File: src/rtl/pc_fetch_unit_if.sv
// Fetch-stage bus: stall/branch inputs, memory address/data, and the
// captured instruction handed to decode. Optional FETCH_COUNT_EN adds
// the fetch_count counter output.
interface pc_fetch_unit_if #(
  parameter int unsigned PC_WIDTH   = 8,
  parameter int unsigned INSN_WIDTH = 8
);
  logic                  stall;
  logic                  branch_taken;
  logic [PC_WIDTH-1:0]   branch_target;
  logic [PC_WIDTH-1:0]   pc;
  logic [INSN_WIDTH-1:0] instruction;
  logic [INSN_WIDTH-1:0] ir;
  logic [PC_WIDTH-1:0]   ir_pc;
  logic                  ir_valid;
  logic                  halted;
`ifdef FETCH_COUNT_EN
  logic [15:0]           fetch_count;
`endif

  // Fetch unit side
  modport master (
    input  stall, branch_taken, branch_target, instruction,
    output pc, ir, ir_pc, ir_valid, halted
`ifdef FETCH_COUNT_EN
    , output fetch_count
`endif
  );

  // Memory / execute / decode side
  modport slave (
    output stall, branch_taken, branch_target, instruction,
    input  pc, ir, ir_pc, ir_valid, halted
`ifdef FETCH_COUNT_EN
    , input fetch_count
`endif
  );
endinterface

File: src/rtl/pc_fetch_unit.sv
// Fetch stage: owns the PC, captures the combinational memory word into IR,
// handles stall, branch flush (one bubble) and a sticky halt opcode.
// Optional feature macro: FETCH_COUNT_EN (16-bit saturating capture counter).
module pc_fetch_unit #(
  parameter int unsigned                 PC_WIDTH    = 8,
  parameter int unsigned                 INSN_WIDTH  = 8,
  parameter logic [PC_WIDTH-1:0]         RESET_PC    = '0,
  parameter logic [INSN_WIDTH-1:0]       HALT_OPCODE = 8'hFF
) (
  input  logic                clk,
  input  logic                reset,
  pc_fetch_unit_if.master     bus
);

  localparam logic [0:0] ST_RUN  = 1'b0;
  localparam logic [0:0] ST_HALT = 1'b1;

  logic [0:0]            state_q,    state_d;
  logic [PC_WIDTH-1:0]   pc_q,       pc_d;
  logic [INSN_WIDTH-1:0] ir_q,       ir_d;
  logic [PC_WIDTH-1:0]   ir_pc_q,    ir_pc_d;
  logic                  ir_valid_q, ir_valid_d;
  logic                  capture;

  // Next-state: branch > stall > halt detect > sequential fetch while running
  always_comb begin
    state_d    = state_q;
    pc_d       = pc_q;
    ir_d       = ir_q;
    ir_pc_d    = ir_pc_q;
    ir_valid_d = ir_valid_q;
    capture    = 1'b0;
    if (state_q == ST_RUN) begin
      if (bus.branch_taken) begin
        pc_d       = bus.branch_target;
        ir_valid_d = 1'b0;
      end else if (!bus.stall) begin
        capture    = 1'b1;
        ir_d       = bus.instruction;
        ir_pc_d    = pc_q;
        ir_valid_d = 1'b1;
        if (bus.instruction == HALT_OPCODE) begin
          state_d = ST_HALT;
        end else begin
          pc_d = pc_q + 1'b1;
        end
      end
    end else begin
      // Halt word is presented to decode exactly once, then withdrawn
      if (!bus.stall) begin
        ir_valid_d = 1'b0;
      end
    end
  end

  // State registers with synchronous reset
  always_ff @(posedge clk) begin
    if (reset) begin
      state_q    <= ST_RUN;
      pc_q       <= RESET_PC;
      ir_q       <= '0;
      ir_pc_q    <= '0;
      ir_valid_q <= 1'b0;
    end else begin
      state_q    <= state_d;
      pc_q       <= pc_d;
      ir_q       <= ir_d;
      ir_pc_q    <= ir_pc_d;
      ir_valid_q <= ir_valid_d;
    end
  end

  assign bus.pc       = pc_q;
  assign bus.ir       = ir_q;
  assign bus.ir_pc    = ir_pc_q;
  assign bus.ir_valid = ir_valid_q;
  assign bus.halted   = (state_q == ST_HALT);

`ifdef FETCH_COUNT_EN
  logic [15:0] fetch_count_q, fetch_count_d;

  // Count fresh captures, saturating at all-ones
  always_comb begin
    fetch_count_d = fetch_count_q;
    if (capture && (fetch_count_q != '1)) begin
      fetch_count_d = fetch_count_q + 16'd1;
    end
  end

  // Counter register with synchronous reset
  always_ff @(posedge clk) begin
    if (reset) begin
      fetch_count_q <= '0;
    end else begin
      fetch_count_q <= fetch_count_d;
    end
  end

  assign bus.fetch_count = fetch_count_q;
`else
  logic unused_capture;
  assign unused_capture = capture;
`endif

endmodule

File: src/flat_wrapper.sv
// flat-port wrapper written by rule: the top's interface ports become plain ports
module pc_fetch_unit_flat 
#(
  parameter int unsigned                 PC_WIDTH    = 8,
  parameter int unsigned                 INSN_WIDTH  = 8,
  parameter logic [PC_WIDTH-1:0]         RESET_PC    = '0,
  parameter logic [INSN_WIDTH-1:0]       HALT_OPCODE = 8'hFF
)
  (clk, reset, bus_stall, bus_branch_taken, bus_branch_target, bus_instruction, bus_pc, bus_ir, bus_ir_pc, bus_ir_valid, bus_halted);
  pc_fetch_unit_if #(.PC_WIDTH(PC_WIDTH), .INSN_WIDTH(INSN_WIDTH)) bus_i ();
  input  logic clk;
  input  logic reset;
  input wire logic [$bits(bus_i.stall)-1:0] bus_stall;
  input wire logic [$bits(bus_i.branch_taken)-1:0] bus_branch_taken;
  input wire logic [$bits(bus_i.branch_target)-1:0] bus_branch_target;
  input wire logic [$bits(bus_i.instruction)-1:0] bus_instruction;
  output wire logic [$bits(bus_i.pc)-1:0] bus_pc;
  output wire logic [$bits(bus_i.ir)-1:0] bus_ir;
  output wire logic [$bits(bus_i.ir_pc)-1:0] bus_ir_pc;
  output wire logic [$bits(bus_i.ir_valid)-1:0] bus_ir_valid;
  output wire logic [$bits(bus_i.halted)-1:0] bus_halted;
  assign bus_i.stall = bus_stall;
  assign bus_i.branch_taken = bus_branch_taken;
  assign bus_i.branch_target = bus_branch_target;
  assign bus_i.instruction = bus_instruction;
  assign bus_pc = bus_i.pc;
  assign bus_ir = bus_i.ir;
  assign bus_ir_pc = bus_i.ir_pc;
  assign bus_ir_valid = bus_i.ir_valid;
  assign bus_halted = bus_i.halted;
  pc_fetch_unit #(.PC_WIDTH(PC_WIDTH), .INSN_WIDTH(INSN_WIDTH), .RESET_PC(RESET_PC), .HALT_OPCODE(HALT_OPCODE)) u_core (.clk(clk), .reset(reset), .bus(bus_i));
endmodule
File: config.mk
export PLATFORM = sky130hd
export DESIGN_NAME = pc_fetch_unit_flat
export DESIGN_NICKNAME = d
export VERILOG_FILES = /design/src/rtl/pc_fetch_unit_if.sv /design/src/rtl/pc_fetch_unit.sv /design/src/flat_wrapper.sv
export SDC_FILE = /design/constraint.sdc
export NUM_CORES = 1
export LEC_CHECK = 0
export BUFFER_PORTS_ARGS = -buffer_cell sky130_fd_sc_hd__buf_2
export CELL_PAD_IN_SITES_DETAIL_PLACEMENT = 1
export CELL_PAD_IN_SITES_GLOBAL_PLACEMENT = 2
export CORE_MARGIN = 2
export CORE_UTILIZATION = 23
export CTS_CLUSTER_SIZE = 28
export DETAILED_ROUTE_END_ITERATION = 16
export PLACE_DENSITY = 0.85
export SYNTH_ARGS = -nofsm -noshare
export SYNTH_HDL_FRONTEND = slang
export SYNTH_SLANG_ARGS = --single-unit
File: constraint.sdc
create_clock -name clk -period 1.3 [get_ports clk]
set_input_delay 0.26 -clock clk [delete_from_list [all_inputs] [get_ports clk]]
set_output_delay 0.26 -clock clk [all_outputs]
set_load 0.05 [all_outputs]
==> qor.csv, run 1 <==
stage;metric;value;unit
outcome;status;finished, violations left;
outcome;violations;negative setup slack;
drt;drt-met1-wl;1760;um
sta;tightest_slew;0.430;ns
clock_network;clock_sinks;26;
drt;route.detailed.drc;0;
critical_path;worst-path-max-fanout;4;
global_route;grt_pass1_vias;1318;
power;pwr-share-clk;0.295;
die;die_h;76.0;um
die;initial_core_util;0.236;
layout;fin_cells;279;
global_route;grt-ovfl-total;0;
critical_path;ff2ff_path_depth;4;
drt;wl_per_cell;13.7;um
drt;routed_via_density;4.63;
yosys;synth_area;0.00119;mm^2
critical_path;endpoint;u_core.bus.pc[7]$_SDFFE_PP0P_;
yosys;synth_area_per_cell;8.10;um^2
critical_path;arrival;1.50;ns
clock_network;cts_tree;built;
layout;nets;231;
yosys;ys_seq_area_frac;0.437;
critical_path;reg2reg_from;u_core.bus.pc[0]$_SDFFE_PP0P_;
layout;nFillCells;631;
sta;hold_viol;0;
sta;relSlewSlack;0.714;
sta;maxSlewViolCount;0;
placed_design;dpl_cell_area;0.00166;mm^2
die;core;0.00504;mm^2
drt;num_vias;1292;
sta;clock_skew;0.00220;ns
layout;area_growth;51.1;%
placed_design;gp_congestion;0.753;
global_route;grt_pass1_wl;6180;um
die;die_area;0.00577;mm^2
power;pwr-share-comb;0.232;
placed_design;dpl.hpwl;2840;um
critical_path;startpoint;u_core.bus.pc[0]$_SDFFE_PP0P_;
placed_design;portBuffers;45;
yosys;synth_top_area_cell;dfxtp_1;
critical_path;start_kind;register;
clock_network;cts_buffer_depth;2;
critical_path;r2r_slack;-0.01;ns
sta;setup_ws;-0.0114;ns
layout;diodes;0;
power;internal_power;1260;uW
yosys;synth.top_cell.area_share;0.437;
yosys;yosysWarnings;0;
drt;dr.max_layer_used;met4;
die;die_x;76.0;um
sta;rsz0062_at_grt;yes;
power;pwr-share-seq;0.474;
clock_network;clkLatencyLatePin;0.27;ns
sta;max_freq;763;MHz
drt;first_pass_iters;4;
die;rows;26;
hold_path;hold_class;input pin to register;
power;p_per_area;1020;mW/mm^2
critical_path;r2r-end;u_core.bus.pc[7]$_SDFFE_PP0P_;
clock_network;cts_root_buf;clkbuf_8;
yosys;synth_nets;168;
sta;fin_crit;1.31;ns
global_route;grt_usage;0.132;
global_route;grt_max_degree;24;
drt;antenna_left;0;
clock_network;cts_inserted_buffers;3;
critical_path;criticalPathCategory;register to register;
drt;drtIter0Drc;24;
placed_design;dp_cells;274;
sta;setup_viol;1;
yosys;synth_area_leaders;dfxtp_1, nand2_1, a21oi_1;
power;p_sw;574;uW
drt;wl_met2;1900;um
clock_network;htreeDepth;1;
yosys;synth_cell_type_count;34;
clock_network;cts.clk_slew.worst_paths;0.09;ns
drt;wl_met3;128;um
yosys;synthCells;147;
power;vdd_drop_max;0.371;mV
yosys;ys_ff_latch;26;
critical_path;cp.required;1.49;ns
job;maxCapViolCount;0;
drt;wl;3830;um
global_route;antenna_found_initial;0;
sta;post-route-period-util;1.01;
power;p_sw_frac;0.313;
layout;final_cell_area;0.00180;mm^2
die;pin_count;46;
power;leakage;0.000752;uW
critical_path;end_kind;register;
layout;drive_above_1_share;0.464;
final cells by class:
class	instances	area, um^2	area share
Timing Repair Buffer	68	420	0.234
Clock buffer	4	55.1	0.0306
Sequential cell	26	543	0.302
Multi-Input combinational cell	108	682	0.379
Tap cell	70	87.6	0.0487
Inverter	3	11.3	0.00626
per-stage QoR:
| stage | worst slack [ns] | hold slack (ns) | TNS [ns] | power, uW | utilization |
|---|---|---|---|---|---|
| 6_report | -0.0114 | 0.229 | -0.0114 | 1830 | 0.357 |
| 3_5_place_dp | -0.171 | 0.448 | -1.83 | 1280 | 0.329 |
| 5_1_grt | -0.0436 | 0.232 | -0.0789 | 1910 | 0.357 |
| 3_3_place_gp | -0.134 | 0.442 | -1.49 | 1280 | 0.329 |
| 2_1_floorplan | -0.0286 | 0.396 | -0.0785 | 1130 | - |
| 4_1_cts | -0.0144 | 0.227 | -0.0156 | 1830 | 0.345 |
worst min path at each step:
stage / startpoint / to / slack [ns] / cells past startpoint
after floorplan: bus_instruction[0] / u_core.bus.ir[0]$_SDFFE_PP0P_ / 0.40 / 2
after global placement: u_core.bus.ir_pc[2]$_SDFFE_PP0P_ / u_core.bus.ir_pc[2]$_SDFFE_PP0P_ / 0.44 / 2
after detailed placement: u_core.bus.ir_pc[5]$_SDFFE_PP0P_ / u_core.bus.ir_pc[5]$_SDFFE_PP0P_ / 0.45 / 2
after CTS: bus_instruction[1] / u_core.bus.ir[1]$_SDFFE_PP0P_ / 0.23 / 3
after global routing: bus_instruction[1] / u_core.bus.ir[1]$_SDFFE_PP0P_ / 0.23 / 3
final: bus_instruction[5] / u_core.bus.ir[5]$_SDFFE_PP0P_ / 0.23 / 3
synthesized netlist by cell type, drive strengths merged:
cell type / count
nor3b: 2
nor4: 2
buf: 5
o21ai: 2
dfxtp: 26
a32oi: 1
nand3: 3
ha: 1
a31oi: 1
a211oi: 5
a2111oi: 1
o32ai: 5
o31ai: 1
and4: 1
nand4: 2
clkbuf: 5
or3: 2
o31a: 1
nor2: 2
a21o: 1
nor2b: 1
nand2: 36
mux2i: 1
nand2b: 8
or4: 2
nor3: 4
inv: 3
a21oi: 23
metal layers:
layer	up-vias	track usage
met5	-	0
met4	0	0.0509
met3	5	0.0286
met2	21	0.236
met1	620	0.154
li1	646	-
power by group through the flow:
stage / Sequential [uW] / Clock (uW) / Combinational, uW
finish: 868 / 539 / 424
global route: 875 / 577 / 457
CTS: 863 / 552 / 413
detailed placement: 881 / 0 / 404
floorplan: 1010 / 0 / 123
global placement: 880 / 0 / 401
registers in the layout, summed over array words and instances, names as in the netlist:
name and cells:
u_core.bus.halted 1, u_core.bus.ir_valid 1, u_core.bus.ir 8, u_core.bus.ir_pc 8, u_core.bus.pc 8
worst max-delay path: stages, from the launching register on:
cell and delay, ns:
dfxtp_4 0.39, and4_4 0.23, nand4_1 0.13, o31a_1 0.26, o32ai_1 0.21
kinds of logic (layout without fill, tap and decap cells):
family | count (synthesis) | count (layout) | share of synthesized area
buffers and inverters | 13 | 75 | 0.0462
AO/OA/AOI/OAI | 41 | 41 | 0.218
AND/OR/NAND/NOR | 65 | 65 | 0.279
multiplexers | 1 | 1 | 0.00840
adder cells (fa/ha/maj) | 1 | 1 | 0.0105
flip-flops | 26 | 26 | 0.437
cells in the final DEF, fill, tap and decap left out, types with 2 or more instances in the layout:
cell type   n
nand2b_1    7
nor4_2      2
nor3b_2     2
nor3_2      2
o32ai_1     5
clkbuf_8    4
nand4_1     2
nand3_1     2
nor2_1      2
a211oi_1    4
dfxtp_4     5
buf_4      24
or3_1       2
a21oi_1    22
inv_1       2
buf_2      41
nand2_1    36
dfxtp_2     3
clkbuf_4    2
nor3_1      2
dfxtp_1    18
timing repair:
action,4_1_cts,5_1_grt
buffers inserted,0,1
pin swaps,2,4
gates cloned,0,0
setup endpoints to repair,5,8
hold buffers,0,0
resized for setup,6,13
No activity file was read; power rests on OpenSTA's default activity.
==> run 2: changes to the inputs <==
- ABC_AREA: unset -> 1
- CORE_UTILIZATION: 23 -> 25
- PLACE_DENSITY: 0.85 -> 0.89
- SLEW_MARGIN: unset -> 20
- clock period: 1.3 -> 1.23 ns (I/O delays scaled with it)
==> run 2 against run 1 <==
- the flow now finishes without violations
- cell count up 3.9%
- non-clock buffer count down 14
- clock power down 6.1%
- setup slack better by 0.054 ns
- global-route usage up 0.42 points
==> qor.csv, run 2 <==
stage;metric;value;unit
outcome;status;finished, final reports clean;
layout;area_growth;35.2;%
yosys;async_flop_share;0;
critical_path;endpoint;bus_pc[3];
yosys;synth-simple-area-share;0.290;
yosys;ys_ff_latch;26;
sta;setup_viol;0;
yosys;synth_cell_type_count;23;
yosys;ys_seq_area_frac;0.424;
drt;route.detailed.drc;0;
job;maxCapViolCount;0;
layout;final_cell_area;0.00166;mm^2
yosys;synth-adder-area-share;0.0102;
clock_network;cts_setup_buffers;0;
critical_path;r2r-end;u_core.bus.pc[6]$_SDFFE_PP0P_;
clock_network;cts_buffer_depth;2;
sta;post-route-period-util;0.965;
yosys;yosysWarnings;0;
layout;final_common_cell;buf_2;
sta;hold_viol;0;
drt;first_pass_iters;4;
yosys;synth_nets;192;
die;die_area;0.00548;mm^2
power;vdd_drop_max;0.435;mV
placed_design;dpl_cell_area;0.00158;mm^2
layout;diodes;0;
critical_path;reg2reg_from;u_core.bus.pc[0]$_SDFFE_PP0P_;
yosys;synth.top_cell.area_share;0.424;
yosys;synth.most_common_cell;nand2_1;
power;leakage;0.000809;uW
yosys;synth_xor_area_frac;0;
critical_path;cp_top_family;flip-flops;
clock_network;cts_root_buf;clkbuf_8;
sta;setup_ws;0.0430;ns
drt;num_vias;1268;
layout;drive_above_1_share;0.363;
yosys;synth-edff-count;0;
critical_path;worst-path-stages;1;
yosys;synth_area_per_cell;7.17;um^2
drt;routed_via_density;4.37;
critical_path;startpoint;u_core.bus.pc[3]$_SDFFE_PP0P_;
layout;finalCoreUtilization;0.351;
critical_path;r2r_slack;0.07;ns
clock_network;cts_tree;built;
sta;clock_skew;0.00519;ns
yosys;synth_top_family_by_area;simple AND/OR/NAND/NOR gates;
yosys;synth_area;0.00123;mm^2
placed_design;dp_worst_setup_slack;-0.00496;ns
power;p_per_area;1190;mW/mm^2
global_route;grt_max_degree;24;
yosys;synth_area_leaders;dfxtp_1, nand2_1, nor2_1;
sta;relSlewSlack;0.829;
clock_network;clkLatencyLatePin;0.27;ns
die;die_h;74.0;um
sta;tightest_slew;0.258;ns
clock_network;htreeDepth;1;
placed_design;portBuffers;45;
sta;maxSlewViolCount;0;
layout;layout_common_cells;buf_2, nand2_1, nor2_1, dfxtp_1;
critical_path;end_kind;output pin;
clock_network;cts.clk_slew.worst_paths;0.09;ns
critical_path;cp_cell_sequence;buf_2;
global_route;antenna_found_initial;0;
die;die_x;74.0;um
global_route;grt_usage;0.136;
critical_path;criticalPathCategory;register to output pin;
drt;wl;3630;um
die;rows;25;
clock_network;clock_sinks;26;
critical_path;crit_slowest_cell;dfxtp_2;
power;report.power.total;1980;uW
layout;nets;245;
global_route;grt-ovfl-total;0;
placed_design;gp_congestion;0.784;
die;pin_count;46;
yosys;postSynth.topFlopCell;dfxtp_1;
yosys;synthMuxAreaShare;0;
sta;rsz0062_at_grt;yes;
sta;fin_crit;1.19;ns
critical_path;start_kind;register;
sta;max_freq;842;MHz
drt;antenna_left;0;
critical_path;arrival;0.94;ns
layout;nFillCells;606;
placed_design;dpl.hpwl;2850;um
drt;wl_per_cell;12.5;um
global_route;grt_pass1_wl;5870;um
clock_network;cts_inserted_buffers;3;
yosys;synth_common_cells;nand2_1, nor2_1, dfxtp_1, inv_1;
critical_path;worst-path-max-fanout;5;
yosys;synth_top_area_cell;dfxtp_1;
hold_path;min-delay-start;reset;
critical_path;ff2ff_path_depth;8;
drt;drtIter0Drc;40;
critical_path;crit_buf_inv;1;
die;initial_core_util;0.260;
critical_path;cp_slowest_stage_delay;0.39;ns
global_route;grt_pass1_vias;1267;
die;core;0.00472;mm^2
critical_path;cp.required;0.98;ns
hold_path;hold_class;input pin to register;
yosys;synthCells;171;
yosys;synth_compound_area_frac;0.190;
-- run 2: cell count changes after synthesis, sizes merged, moves of 3 or more --
cell    delta
a211oi     -5
a21oi      -8
clkbuf     -3
inv       +12
nand2b     -8
nand3      +6
nor2      +29
nor3       -3
o21ai     +23
o32ai      -5
-- run 2: per-layer routing --
layer	global-route usage	routed length [um]
met3	0.0176	125
met1	0.191	1810
met5	0	0
met4	0.0364	21
met2	0.220	1670
-- run 2: timing repair --
item / in CTS / in global routing
hold buffers: 0 / 0
endpoints found under the setup margin: 1 / 6
pin swaps: 0 / 1
resized for setup: 1 / 8
-- run 2: per-stage QoR --
step | std cells | hold WS (ns) | TNS [ns]
after detailed placement | 286 | 0.477 | -0.00897
after floorplan | 171 | 0.308 | -0.00919
after global placement | 286 | 0.476 | 0
after CTS | 290 | 0.194 | 0
after global routing | 290 | 0.196 | -0.0160
final | 290 | 0.190 | 0
-- run 2: kinds of logic (layout without fill, tap and decap cells) --
group | Yosys count | count (layout)
AO/OA/AOI/OAI | 42 | 42
buffers and inverters | 21 | 73
adder cells (fa/ha/maj) | 1 | 1
flip-flops | 26 | 26
AND/OR/NAND/NOR | 81 | 81
-- run 2: where the power goes --
group          total, uW  internal (uW)  switching, uW
Sequential           950            901           48.7
Clock                506            232            274
Combinational        522            155            368
-- run 2: how the worst min path moves through the flow --
| stage | end | cells after the start |
|---|---|---|
| 5_1_grt | u_core.bus.pc[6]$_SDFFE_PP0P_ | 2 |
| 2_1_floorplan | u_core.bus.pc[4]$_SDFFE_PP0P_ | 1 |
| 3_3_place_gp | u_core.bus.ir[3]$_SDFFE_PP0P_ | 2 |
| 6_report | u_core.bus.pc[6]$_SDFFE_PP0P_ | 2 |
| 3_5_place_dp | u_core.bus.pc[4]$_SDFFE_PP0P_ | 2 |
| 4_1_cts | u_core.bus.pc[4]$_SDFFE_PP0P_ | 2 |
-- run 2: area by class of cell --
| class | instances | area [um^2] | area share |
|---|---|---|---|
| Timing Repair Buffer | 54 | 313 | 0.189 |
| Tap cell | 67 | 83.8 | 0.0506 |
| Clock buffer | 4 | 45.0 | 0.0272 |
| Multi-Input combinational cell | 124 | 621 | 0.374 |
| Sequential cell | 26 | 539 | 0.325 |
| Inverter | 15 | 56.3 | 0.0340 |
==> run 3: changes to the inputs <==
- CORE_UTILIZATION: 25 -> 27
- PLACE_DENSITY: 0.89 -> 0.94
- clock period: 1.23 -> 1.5 ns (I/O delays scaled with it)
==> run 3 against run 2 <==
- count of clock-buffer cells in the layout stayed put
- sequential cell count stayed put
- global-route usage up 0.94 points
- critical path type unchanged
==> qor.csv, run 3 (synthesized netlist as in run 2, its figures left out) <==
stage;metric;value;unit
outcome;status;finished, final reports clean;
layout;final_cell_area;0.00158;mm^2
drt;wl_per_cell;13.0;um
critical_path;crit_slowest_cell;dfxtp_1;
sta;setup_viol;0;
clock_network;htreeDepth;1;
power;pwr-share-seq;0.471;
die;initial_core_util;0.282;
placed_design;dpl.hpwl;2780;um
critical_path;start_kind;register;
sta;max_freq;732;MHz
power;report.power.total;1650;uW
clock_network;cts_tree;built;
sta;post-route-period-util;0.910;
die;core;0.00435;mm^2
critical_path;cp.required;1.20;ns
sta;tightest_slew;0.257;ns
layout;drive_above_1_share;0.314;
critical_path;arrival;1.07;ns
critical_path;worst-path-max-fanout;6;
clock_network;clock_sinks;26;
die;pin_count;46;
drt;route.detailed.drc;0;
sta;clock_skew;0.00310;ns
clock_network;cts_hold_buf;0;
clock_network;cts.clk_slew.worst_paths;0.09;ns
die;die_x;71.4;um
power;vdd_drop_max;0.330;mV
global_route;antenna_found_initial;0;
die;die_area;0.00510;mm^2
critical_path;cp_slowest_stage_delay;0.47;ns
sta;fin_crit;1.37;ns
power;p_sw;560;uW
layout;area_growth;29.1;%
global_route;grt_pass1_vias;1255;
critical_path;end_kind;output pin;
clock_network;ctsResizeCount;0;
power;pwr-share-comb;0.249;
drt;wl;3530;um
power;leakage;0.000799;uW
clock_network;cts_root_buf;clkbuf_8;
global_route;grt_max_degree;19;
layout;layout_common_cells;buf_2, nand2_1, nor2_1, dfxtp_1, inv_1;
clock_network;cts_buffer_depth;2;
clock_network;clkLatencyLatePin;0.27;ns
drt;routed_via_density;4.63;
placed_design;gp_congestion;0.752;
global_route;grt-ovfl-total;0;
sta;rsz0062_at_grt;no;
clock_network;cts_inserted_buffers;3;
drt;first_pass_iters;4;
critical_path;crit_buf_inv;1;
layout;final_common_cell;buf_2;
layout;diodes;0;
global_route;grt_usage;0.145;
global_route;grt_pass1_wl;5940;um
job;maxCapViolCount;0;
power;pwr-share-clk;0.280;
power;p_sw_frac;0.340;
layout;nets;242;
die;die_h;71.4;um
power;p_per_area;1040;mW/mm^2
sta;maxSlewViolCount;0;
drt;drtIter0Drc;48;
placed_design;portBuffers;45;
drt;antenna_left;0;
critical_path;cp_cell_sequence;buf_2;
hold_path;hold_class;input pin to register;
power;internal_power;1090;uW
critical_path;cp_top_family;flip-flops;
sta;holdWs;0.258;ns
clock_network;cts_setup_buffers;0;
drt;num_vias;1259;
placed_design;dpl_cell_area;0.00153;mm^2
sta;fin_tns_setup;0;ns
die;rows;24;
critical_path;criticalPathCategory;register to output pin;
sta;hold_viol;0;
sta;relSlewSlack;0.828;
-- run 3: cell types whose count changed in the layout (fill, tap and decap cells not counted), sizes merged --
cell	delta
clkbuf	-2
buf	-1
-- run 3: final timing paths --
kind                                       from                       endpoint  slack, ns  depth (start not counted)
setup / recovery  u_core.bus.pc[5]$_SDFFE_PP0P_                      bus_pc[5]       0.13                          1
hold / removal                            reset  u_core.bus.pc[6]$_SDFFE_PP0P_       0.26                          2
setup reg to reg  u_core.bus.pc[2]$_SDFFE_PP0P_  u_core.bus.pc[7]$_SDFFE_PP0P_       0.26                          7
hold reg to reg   u_core.bus.ir[4]$_SDFFE_PP0P_  u_core.bus.ir[4]$_SDFFE_PP0P_       0.51                          2
-- run 3: power groups by stage --
stage	Sequential, uW	Clock (uW)	Combinational (uW)
after floorplan	946	0	136
after global placement	791	0	408
after detailed placement	792	0	413
after CTS	777	477	416
after global routing	784	498	446
final	775	461	410
-- run 3: stage by stage --
| stage | util | worst slack [ns] | std cells |
|---|---|---|---|
| finish | 0.364 | 0.134 | 272 |
| global route | 0.364 | 0.0995 | 272 |
| CTS | 0.364 | 0.123 | 272 |
| detailed placement | 0.351 | 0.209 | 268 |
| global placement | 0.351 | 0.188 | 268 |
| floorplan | - | 0.0580 | 171 |
-- run 3: cell type report --
| type | instances | area, um^2 |
|---|---|---|
| sequential | 26 | 523 |
| tap | 52 | 65.1 |
| fill | 566 | 2770 |
| clock buffer | 4 | 55.1 |
| multi-input combinational | 124 | 601 |
| timing repair buffer | 51 | 283 |
| inverter | 15 | 56.3 |
-- run 3: metal layers --
metal,global-route usage,part of all wire,vias to the layer above,wire (um)
met5,0,0,-,0
met4,0.0440,0.0099,0,35
met3,0.0183,0.038,2,135
met2,0.230,0.46,23,1630
met1,0.207,0.49,581,1730
li1,-,-,653,-
